$ cat src/rtl/muldiv_unit.sv
// Iterative multiply/divide unit for the execute stage.
// Shift-add multiply, restoring divide, sign fix-up, valid/ready I/O.
module muldiv_unit #(
    parameter int N = 32
) (
    input  logic         clk,
    input  logic         reset,
    input  logic         flush,
    input  logic         req_valid,
    output logic         req_ready,
    input  logic [1:0]   req_op,
    input  logic [N-1:0] s,
    input  logic [N-1:0] t,
    output logic         resp_valid,
    input  logic         resp_ready,
    output logic [N-1:0] hi,
    output logic [N-1:0] lo,
    output logic         div_by_zero,
    output logic         busy
);

    localparam int CW = $clog2(N + 1);

    typedef enum logic [1:0] {
        IDLE,
        RUN,
        FIX,
        DONE
    } state_t;

    state_t state, state_nx;

    logic [CW-1:0] cnt;
    logic [N-1:0]  wh;
    logic [N-1:0]  wl;
    logic [N-1:0]  wt;
    logic          is_div;
    logic          neg_q;
    logic          neg_r;

    logic          accept;
    logic          op_signed;
    logic          op_div;
    logic          t_zero;
    logic          last;
    logic [N-1:0]  s_mag;
    logic [N-1:0]  t_mag;

    logic [N:0]     mul_sum;
    logic [N:0]     div_sh;
    logic [N:0]     div_diff;
    logic [2*N-1:0] prod;
    logic [2*N-1:0] prod_fix;
    logic [N-1:0]   res_hi;
    logic [N-1:0]   res_lo;

    assign op_signed = ~req_op[0];
    assign op_div    = req_op[1];
    assign t_zero    = (t == '0);
    assign accept    = req_valid & req_ready;
    assign last      = (cnt == CW'(N - 1));
    assign s_mag     = (op_signed && s[N-1]) ? -s : s;
    assign t_mag     = (op_signed && t[N-1]) ? -t : t;

    // State register.
    always_ff @(posedge clk or posedge reset) begin
        if (reset) begin
            state <= IDLE;
        end else begin
            state <= state_nx;
        end
    end

    // Next state and handshake outputs; flush beats resp_ready.
    always_comb begin
        state_nx   = state;
        req_ready  = 1'b0;
        resp_valid = 1'b0;
        busy       = 1'b1;
        unique case (state)
            IDLE: begin
                busy      = 1'b0;
                req_ready = ~flush;
                if (req_valid && !flush) begin
                    state_nx = (op_div && t_zero) ? DONE : RUN;
                end
            end
            RUN: begin
                if (flush) begin
                    state_nx = IDLE;
                end else if (last) begin
                    state_nx = FIX;
                end
            end
            FIX: begin
                state_nx = flush ? IDLE : DONE;
            end
            DONE: begin
                resp_valid = 1'b1;
                if (flush || resp_ready) begin
                    state_nx = IDLE;
                end
            end
            default: state_nx = IDLE;
        endcase
    end

    // One iteration step for multiply and divide.
    always_comb begin
        mul_sum  = {1'b0, wh} + (wl[0] ? {1'b0, wt} : '0);
        div_sh   = {wh, wl[N-1]};
        div_diff = div_sh - {1'b0, wt};
    end

    // Sign fix-up of the finished magnitude result.
    always_comb begin
        prod     = {wh, wl};
        prod_fix = neg_q ? -prod : prod;
        res_hi   = prod_fix[2*N-1:N];
        res_lo   = prod_fix[N-1:0];
        if (is_div) begin
            res_lo = neg_q ? -wl : wl;
            res_hi = neg_r ? -wh : wh;
        end
    end

    // Working registers and architectural hi/lo.
    always_ff @(posedge clk or posedge reset) begin
        if (reset) begin
            cnt         <= '0;
            wh          <= '0;
            wl          <= '0;
            wt          <= '0;
            is_div      <= 1'b0;
            neg_q       <= 1'b0;
            neg_r       <= 1'b0;
            hi          <= '0;
            lo          <= '0;
            div_by_zero <= 1'b0;
        end else if (accept) begin
            cnt    <= '0;
            wh     <= '0;
            wl     <= s_mag;
            wt     <= t_mag;
            is_div <= op_div;
            neg_q  <= op_signed & (s[N-1] ^ t[N-1]);
            neg_r  <= op_signed & s[N-1];
            if (op_div && t_zero) begin
                hi          <= '0;
                lo          <= '0;
                div_by_zero <= 1'b1;
            end
        end else if (state == RUN && !flush) begin
            cnt <= cnt + 1'b1;
            if (is_div) begin
                if (!div_diff[N]) begin
                    wh <= div_diff[N-1:0];
                    wl <= {wl[N-2:0], 1'b1};
                end else begin
                    wh <= div_sh[N-1:0];
                    wl <= {wl[N-2:0], 1'b0};
                end
            end else begin
                wh <= mul_sum[N:1];
                wl <= {mul_sum[0], wl[N-1:1]};
            end
        end else if (state == FIX && !flush) begin
            hi          <= res_hi;
            lo          <= res_lo;
            div_by_zero <= 1'b0;
        end
    end

endmodule
$ cat config.mk
export PLATFORM = sky130hd
export DESIGN_NAME = muldiv_unit
export DESIGN_NICKNAME = d
export VERILOG_FILES = /design/src/rtl/muldiv_unit.sv
export SDC_FILE = /design/constraint.sdc
export NUM_CORES = 1
export LEC_CHECK = 0
export ABC_AREA = 1
export CAP_MARGIN = 20
export CORE_MARGIN = 2
export CORE_UTILIZATION = 41
export DETAILED_ROUTE_END_ITERATION = 8
export SLEW_MARGIN = 40
export SYNTH_ARGS = -nofsm -noshare
export SYNTH_HDL_FRONTEND = slang
export SYNTH_SLANG_ARGS = --single-unit
$ cat constraint.sdc
create_clock -name clk -period 8.15 [get_ports clk]
set_input_delay 1.63 -clock clk [delete_from_list [all_inputs] [get_ports clk]]
set_output_delay 1.63 -clock clk [all_outputs]
set_load 0.02 [all_outputs]
==> results.cfg, run 1 <==
[status]
status = complete, no violations

[synth]
synth_top_family_by_area = simple AND/OR/NAND/NOR gates
synth-async-reset-ratio = 1.000
synth_compound_area_frac = 0.1377
syn_area_sq_mm = 0.01701
netlist_instances = 2881
avgSynthCellArea_sq_um = 5.904
yosys_warnings = 0
yosysUniqueCellTypes = 55
synth_nets = 3023
synth-main-ff-cell = dfrtp_1
synth.largest_area_cell = dfrtp_1
synth_xor_area_frac = 0.03192
synth_enable_flop_cells = 0
synth_area_leaders = dfrtp_1 (25%), nand2_1 (22%), inv_1 (8.6%)
synthMuxAreaShare = 0
synth_fa_ha_area_frac = 0.05311
post_synth_and_or_nand_nor_area_fraction = 0.4110
synthDominantCellAreaShare = 0.2530
ys_seq_area_frac = 0.2530
ys_ff_latch = 172

[detailed_routing]
routedWlPerCell_um = 18.69
drt_wl_total_mm = 65.68
drt_pre_antenna_iters = 7
ant_nets = 0
drc = 0
routed-via-count = 19010
via_per_inst = 5.407
first_iter_violations = 1839

[clock_network]
cts.repair.resized = 0
clockRootBuffer = clkbuf_16
cts_sinks = 172
cts.reportedPaths.clkPinSlew_ns = 0.07
h-tree-depth = 4
cts_inserted_buffers = 17
clk_path_buf_depth = 2
post_cts_buffers = 0
insertion_delay_ns = 0.47
ctsHoldBuffers = 0
cts_tree = yes

[critical_path]
critPathBufInv = 4
cp_max_fo = 50
critPathLaunchType = input pin
crit_required_ns = 8.54
reg2reg_from = state[0]$_DFFE_PP0P_
crit_type = in2reg
crit_path_max_incr_delay_ns = 0.66
cp.arrival_ns = 5.24
worstSetupStartpoint = flush
crit_chain = clkdlybuf4s50_1 > nor2_1 > nand2_4 > inv_2 > nand4_1 > nand2_2 > inv_2 > buf_4 > nand2_1 > o21ai_1
crit_top_cell = inv_2
crit_slowest_cell = inv_2
cp_top_family = buffers and inverters
worstSetupEndpointType = flip-flop

[pwr]
cellPowerDensity_mw_per_mm2 = 406.2
p_leak_nw = 9.856
ir_worst_vdd_v = 0.0001746

[final_layout]
nFillCells = 4428
antenna_cells = 0
final_util = 0.4744
final_cell_mix = nand2_1 (1006), inv_1 (388), nor2_1 (271)
layout_commonest_cell = nand2_1
layout-drive-gt1-share = 0.03721
syn_to_final_growth_pct = 14.13
nets = 3112

[die]
num_rows = 74
die_w_um = 207.7
core_area_sq_mm = 0.04092
ios = 139
die_area_sq_mm = 0.04313
die_h_um = 207.7
initial_utilization = 0.4156

[place]
numPortBuffers = 138
place.gp.congestion = 0.9718
hpwl_mm = 52.70

[sta]
period_share = 0.5945
slew_headroom = 0.4364
slew_violations = 0
setup_viol = 0
hold_violations = 0
fin_skew_ns = 0.02001
fin_setup_tns_ns = 0
rsz0062_at_grt = false
post-route-min-period_ns = 4.845
fmax_ghz = 0.2064
worstMarginPinSlew_ns = 0.8366

[min_path]
worstHoldPathType = reg2reg
hp-start = lo[9]$_DFFE_PP0P_

[grt]
grtUsageTotal = 0.3013
grt_start_max_net_pins = 93
grt_pass1_wl_mm = 102.2
antenna_found_initial = 0
grt_overflow_total = 0
grt_pass1_vias = 17740

[flow_run]
timing.max_cap.violations = 0
==> tightest hold or removal path, stage by stage, from the launching register on <==
cell and delay (ns):
dfrtp_1 0.34, nand2_1 0.06, nand2_1 0.05
==> final cells by class <==
cell class | instances | area, sq um | area share
Clock buffer | 17 | 425.4 | 0.02191
Clock inverter | 15 | 171.4 | 0.008830
Inverter | 400 | 1509 | 0.07773
Multi-Input combinational cell | 2223 | 10800 | 0.5561
Sequential cell | 172 | 4305 | 0.2218
Tap cell | 532 | 665.6 | 0.03429
Timing Repair Buffer | 156 | 1540 | 0.07934
==> Yosys cell counts, drive strengths merged (2+ instances only) <==
cell type,n
and2,4
buf,29
nor3b,2
a22oi,9
xnor2,20
nor3,34
nand2,1018
o31ai,5
o21ai,216
clkbuf,57
o221ai,4
nand4,36
nor2,282
nor4,10
a21oi,120
o211ai,21
clkinv,4
fa,2
o22ai,2
xor2,42
inv,396
ha,69
dfrtp,172
a21boi,4
a21o,3
nand3,250
o21a,2
o21bai,12
a31oi,18
or2,11
nand3b,19
==> where the power goes <==
group	internal [mW]	switching (mW)	leakage (nW)
registers	1.23	0.612	2.13
clock network	0.413	0.426	0.291
logic	1.74	3.46	7.43
total	3.38	4.50	9.86
==> flip-flops by register name, indices dropped and copies added, names as in the netlist <==
register / count
cnt: 6
div_by_zero: 1
hi: 32
is_div: 1
lo: 32
neg_q: 1
neg_r: 1
state: 2
wh: 32
wl: 32
wt: 32
==> per-layer routing <==
metal	up-vias	track usage	part of all wire
met5	-	0	0
met4	0	0.09782	0.029
met3	97	0.03343	0.065
met2	693	0.4902	0.46
met1	8823	0.4179	0.45
li1	9393	-	-
==> logic make-up after synthesis <==
logic type               after synthesis
buffers and inverters                486
adder cells (fa/ha/maj)               71
XOR/XNOR                              62
AND/OR/NAND/NOR                     1669
AO/OA/AOI/OAI                        421
flip-flops                           172
==> path summary, 6_finish.rpt <==
check                           depth (start not counted)  slack [ns]                 end
worst max-delay path                                   10        3.30   hi[6]$_DFFE_PP0P_
worst min-delay path                                    2        0.48   lo[9]$_DFFE_PP0P_
worst max register to register                          9        4.60   hi[0]$_DFFE_PP0P_
worst min register to register                          2        0.48   lo[9]$_DFFE_PP0P_
max in group asynchronous                               4        5.38  is_div$_DFFE_PP0P_
min in group asynchronous                               2        1.66   hi[4]$_DFFE_PP0P_
==> metrics by stage <==
stage	instances	hold WS (ns)	instance area [sq um]	setup WS, ns	total power, mW
after floorplan	2881	0.4556	17010	1.860	5.194
after global placement	3482	0.4653	18780	2.991	6.920
after detailed placement	3482	0.4686	18790	2.917	6.974
after CTS	3514	0.4877	19380	3.403	7.828
after global routing	3515	0.5010	19410	3.063	8.587
final	3515	0.4825	19410	3.305	7.885
Note: power is estimated with default switching activity, not from simulation.
==> run 2, diff against run 1 <==
==> constraint.sdc (replaced) <==
create_clock -name clk -period 4.8 [get_ports clk]
set_input_delay 0.96 -clock clk [delete_from_list [all_inputs] [get_ports clk]]
set_output_delay 0.96 -clock clk [all_outputs]
set_load 0.02 [all_outputs]
==> results.cfg, run 2 (synthesis gave the netlist of run 1 again) <==
[status]
status = complete, no violations

[min_path]
hp-start = lo[11]$_DFFE_PP0P_
worstHoldPathType = reg2reg

[pwr]
p_leak_nw = 9.920
ir_worst_vdd_v = 0.0002985
p_switching_mw = 7.618
seqPwrFrac = 0.228
p_clk_frac = 0.114
p_int_mw = 5.946
switching_share = 0.5616
cellPowerDensity_mw_per_mm2 = 694.2
p_comb_frac = 0.658

[grt]
grt_overflow_total = 0
grt_start_max_net_pins = 62
grt_pass1_wl_mm = 102.2
grtUsageTotal = 0.3024
grt_pass1_vias = 17700
antenna_found_initial = 1

[critical_path]
crit_type = in2reg
cp_max_fo = 45
worstSetupStartpoint = t[0]
worstSetupEndpointType = flip-flop
critPathLaunchType = input pin
crit_required_ns = 5.14
cp.arrival_ns = 3.84
reg2reg_from = wh[0]$_DFFE_PP0P_

[die]
core_area_sq_mm = 0.04092
ios = 139
die_h_um = 207.7
die_w_um = 207.7
initial_utilization = 0.4156
die_area_sq_mm = 0.04313
num_rows = 74

[sta]
fin_setup_tns_ns = 0
fmax_ghz = 0.2858
fin_hold_ws_ns = 0.4805
setup_viol = 0
worstMarginPinSlew_ns = 0.8307
slew_headroom = 0.4428
hold_violations = 0
fin_skew_ns = 0.02056
slew_violations = 0
rsz0062_at_grt = false
post-route-min-period_ns = 3.499
period_share = 0.7290

[clock_network]
clockRootBuffer = clkbuf_16
cts_sinks = 172
cts_inserted_buffers = 17
cts.repair.resized = 0
post_cts_buffers = 0
clk_path_buf_depth = 2
cts_tree = yes
h-tree-depth = 4
ctsHoldBuffers = 0
insertion_delay_ns = 0.48
cts.reportedPaths.clkPinSlew_ns = 0.07

[final_layout]
seq_area_sq_mm = 0.004307
final_design_area_no_fill_sq_mm = 0.01954
syn_to_final_growth_pct = 14.87
multi_input_area_sq_mm = 0.01080
layout-drive-gt1-share = 0.04012
final_cell_mix = nand2_1 (1006), inv_1 (388), nor2_1 (271)
layout_commonest_cell = nand2_1
final_cell_count_no_fill = 3523
nFillCells = 4448
nets = 3120
antenna_cells = 0

[place]
numPortBuffers = 138
hpwl_mm = 52.57
placed_area_sq_mm = 0.01891
place.gp.congestion = 0.9633
numPlacedInstances = 3491

[detailed_routing]
routedWlPerCell_um = 18.69
ant_nets = 0
routed-via-count = 18900
drc = 0
via_per_inst = 5.364
drt_wl_total_mm = 65.85
first_iter_violations = 1737
drt_pre_antenna_iters = 6

[flow_run]
timing.max_cap.violations = 0
## run 2: changes by cell type in the layout (fill, tap and decap cells not counted), moves of 2 or more
cell	delta
bufinv_16	+4
clkinv_8	-4
buf_4	+6
buf_12	+3
inv_8	-3
clkinv_2	+4
clkinv_4	-4
clkinvlp_4	+2
## run 2: cell type report
cell class | count | area share
Clock buffer | 17 | 0.02177
Clock inverter | 15 | 0.01050
Inverter | 400 | 0.07704
Multi-Input combinational cell | 2223 | 0.5526
Sequential cell | 172 | 0.2204
Tap cell | 532 | 0.03407
Timing Repair Buffer | 164 | 0.08363
## run 2: routing by layer
layer  wire [um]  GRT usage
met1       30010     0.4157
met5           0          0
met3        3423    0.02663
met2       30770     0.5072
met4        1652    0.08633
## run 2: worst paths after layout
| kind | end | slack, ns | cells after the start |
|---|---|---|---|
| worst max register to register | wh[5]$_DFFE_PP0P_ | 1.43 | 16 |
| worst min register to register | lo[11]$_DFFE_PP0P_ | 0.48 | 2 |
| worst min-delay path | lo[11]$_DFFE_PP0P_ | 0.48 | 2 |
| worst max-delay path | hi[21]$_DFFE_PP0P_ | 1.30 | 14 |
| max in group asynchronous | neg_r$_DFFE_PP0P_ | 3.16 | 4 |
| min in group asynchronous | hi[8]$_DFFE_PP0P_ | 0.76 | 2 |
## run 2: worst max-delay path, cell delays in order
cell and delay, ns:
clkdlybuf4s50_1 0.39, inv_1 0.10, ha_1 0.16, inv_1 0.06
nor3_4 0.20, inv_2 0.05, nor2_2 0.13, nor3b_2 0.30
nand4_1 0.15, nand2_2 0.36, inv_2 0.37, buf_4 0.39
nand2_1 0.12, o21ai_1 0.06
## run 2: through the flow
| stage | total power, mW | worst slack [ns] | util |
|---|---|---|---|
| after floorplan | 8.819 | 1.643 | - |
| after global placement | 11.81 | 0.8567 | 0.4608 |
| after detailed placement | 11.89 | 0.8212 | 0.4620 |
| after CTS | 13.47 | 1.312 | 0.4774 |
| after global routing | 14.74 | 1.053 | 0.4774 |
| final | 13.56 | 1.301 | 0.4774 |
## run 2: power groups by stage
stage               logic [mW]  registers [mW]  clock network (mW)
finish                    8.92            3.09                1.55
CTS                       8.84            3.06                1.57
detailed placement        8.81            3.08                   0
floorplan                 5.93            2.89                   0
global route              9.97            3.14                1.63
global placement          8.74            3.07                   0
==> run 3, diff against run 2 <==
==> constraint.sdc (replaced) <==
create_clock -name clk -period 2.96 [get_ports clk]
set_input_delay 0.592 -clock clk [delete_from_list [all_inputs] [get_ports clk]]
set_output_delay 0.592 -clock clk [all_outputs]
set_load 0.02 [all_outputs]
==> results.cfg, run 3 (synthesis gave the netlist of run 1 again) <==
[grt]
gr-usage-met2 = 0.5425
grt_util_met3 = 0.03797
grt_overflow_total = 0
use_met1 = 0.4321
grt_pass1_wl_mm = 108.9
antenna_found_initial = 0
grt_busiest_layer = met2
grt_start_max_net_pins = 108
grt_pass1_vias = 18600
grtUsageTotal = 0.3280

[die]
initial_utilization = 0.4156
die_h_um = 207.7
ios = 139
num_rows = 74
core_area_sq_mm = 0.04092
die_area_sq_mm = 0.04313
die_w_um = 207.7

[critical_path]
crit_path_max_incr_delay_ns = 0.39
cp_max_fo = 19
crit_chain = buf_4 > nand2_1 > inv_1 > ha_1 > a21oi_1 > o21ai_0 > a21oi_1 > nand3_1 > nand2_1 > nand2_1 > o21ai_0 > inv_1 > nand2_1 > nand2_1
critPathBufInv = 3
worstSetupEndpointType = flip-flop
crit_top_cell = nand2_1
crit_slowest_cell = dfrtp_1
critPathLaunchType = flip-flop
cp_top_family = compound AO/OA/AOI/OAI gates
cp.arrival_ns = 3.12
crit_type = reg2reg
crit_required_ns = 3.35

[detailed_routing]
drt_wl_total_mm = 71.13
ant_nets = 0
routedWlPerCell_um = 19.68
drt_pre_antenna_iters = 8
drc = 0
via_per_inst = 5.387
routed-via-count = 19480
first_iter_violations = 1681

[pwr]
p_comb_frac = 0.705
p_clk_frac = 0.104
switching_share = 0.5548
p_total_mw = 23.13
p_int_mw = 10.30
cellPowerDensity_mw_per_mm2 = 1142
seqPwrFrac = 0.191
p_leak_nw = 10.38
p_switching_mw = 12.83
ir_worst_vdd_v = 0.0005225

[place]
numPortBuffers = 138
place.gp.congestion = 0.9845
hpwl_mm = 57.35

[sta]
fin_skew_ns = 0.01635
hold_violations = 0
fin_hold_ws_ns = 0.4382
period_share = 0.9210
fin_setup_tns_ns = 0
setup_viol = 0
worstMarginPinSlew_ns = 0.8165
slew_headroom = 0.4499
post-route-min-period_ns = 2.726
slew_violations = 0
rsz0062_at_grt = false
fmax_ghz = 0.3668

[flow_run]
timing.max_cap.violations = 0

[final_layout]
layout-drive-gt1-share = 0.06876
antenna_cells = 0
final_cell_mix = nand2_1 (1006), inv_1 (388), nor2_1 (271)
nets = 3213
syn_to_final_growth_pct = 19.06
layout_commonest_cell = nand2_1

[clock_network]
h-tree-depth = 4
clockRootBuffer = clkbuf_16
cts_sinks = 172
insertion_delay_ns = 0.51
clk_path_buf_depth = 2
cts.reportedPaths.clkPinSlew_ns = 0.07
cts_tree = yes
cts_inserted_buffers = 17

[min_path]
worstHoldPathType = in2async

[status]
status = complete, no violations
## run 3: cell count changes in the layout (fill, tap and decap cells not counted), sizes merged
cell | before | now
clkinvlp | 2 | 3
buf | 26 | 119
clkbuf | 17 | 18
bufinv | 4 | 1
## run 3: path summary, 6_finish.rpt
check | slack [ns] | end | depth (start not counted) | start
max | 0.23 | wh[21]$_DFFE_PP0P_ | 14 | wl[0]$_DFFE_PP0P_
min | 0.44 | hi[12]$_DFFE_PP0P_ | 2 | reset
max reg2reg | 0.23 | wh[21]$_DFFE_PP0P_ | 14 | wl[0]$_DFFE_PP0P_
min reg2reg | 0.48 | lo[9]$_DFFE_PP0P_ | 2 | lo[9]$_DFFE_PP0P_
max in group asynchronous | 1.78 | wt[24]$_DFFE_PP0P_ | 3 | reset
min in group clk | 0.48 | lo[9]$_DFFE_PP0P_ | 2 | lo[9]$_DFFE_PP0P_
## run 3: power by group through the flow
stage | sequential [mW] | clock [mW] | combinational [mW]
2_1_floorplan | 4.68 | 0 | 9.62
3_3_place_gp | 4.42 | 0 | 16.0
3_5_place_dp | 4.43 | 0 | 16.1
4_1_cts | 4.39 | 2.45 | 16.1
5_1_grt | 4.50 | 2.52 | 18.0
6_report | 4.42 | 2.41 | 16.3
## run 3: timing repair
action / 4_1_cts / 5_1_grt
gates resized for setup: 0 / 2
buffers inserted: 0 / 0
hold buffers: 0 / 0
setup endpoints to repair: 0 / 3
## run 3: final cells by class
class                      instances  area [sq um]
clock buffer                      18         439.2
timing repair buffer             257          2379
tap                              532         665.6
fill                            4423         20670
sequential                       172          4305
inverter                         400          1505
clock inverter                    13         155.1
multi-input combinational       2223         10800
## run 3: per-layer routing
layer	up-vias	wire (um)	part of all wire
met5	-	0	0
met4	0	2997	0.042
met3	123	4138	0.058
met2	657	32720	0.46
met1	9077	31280	0.44
li1	9618	-	-
## run 3: per-stage QoR
step | instances | setup WS (ns) | utilization | instance area (sq um)
after floorplan | 2881 | 0.1713 | - | 17010
after global placement | 3584 | 0.07615 | 0.4801 | 19650
after detailed placement | 3584 | 0.04872 | 0.4801 | 19650
after CTS | 3615 | 0.1130 | 0.4946 | 20240
after global routing | 3615 | 0.03796 | 0.4949 | 20250
final | 3615 | 0.2338 | 0.4949 | 20250
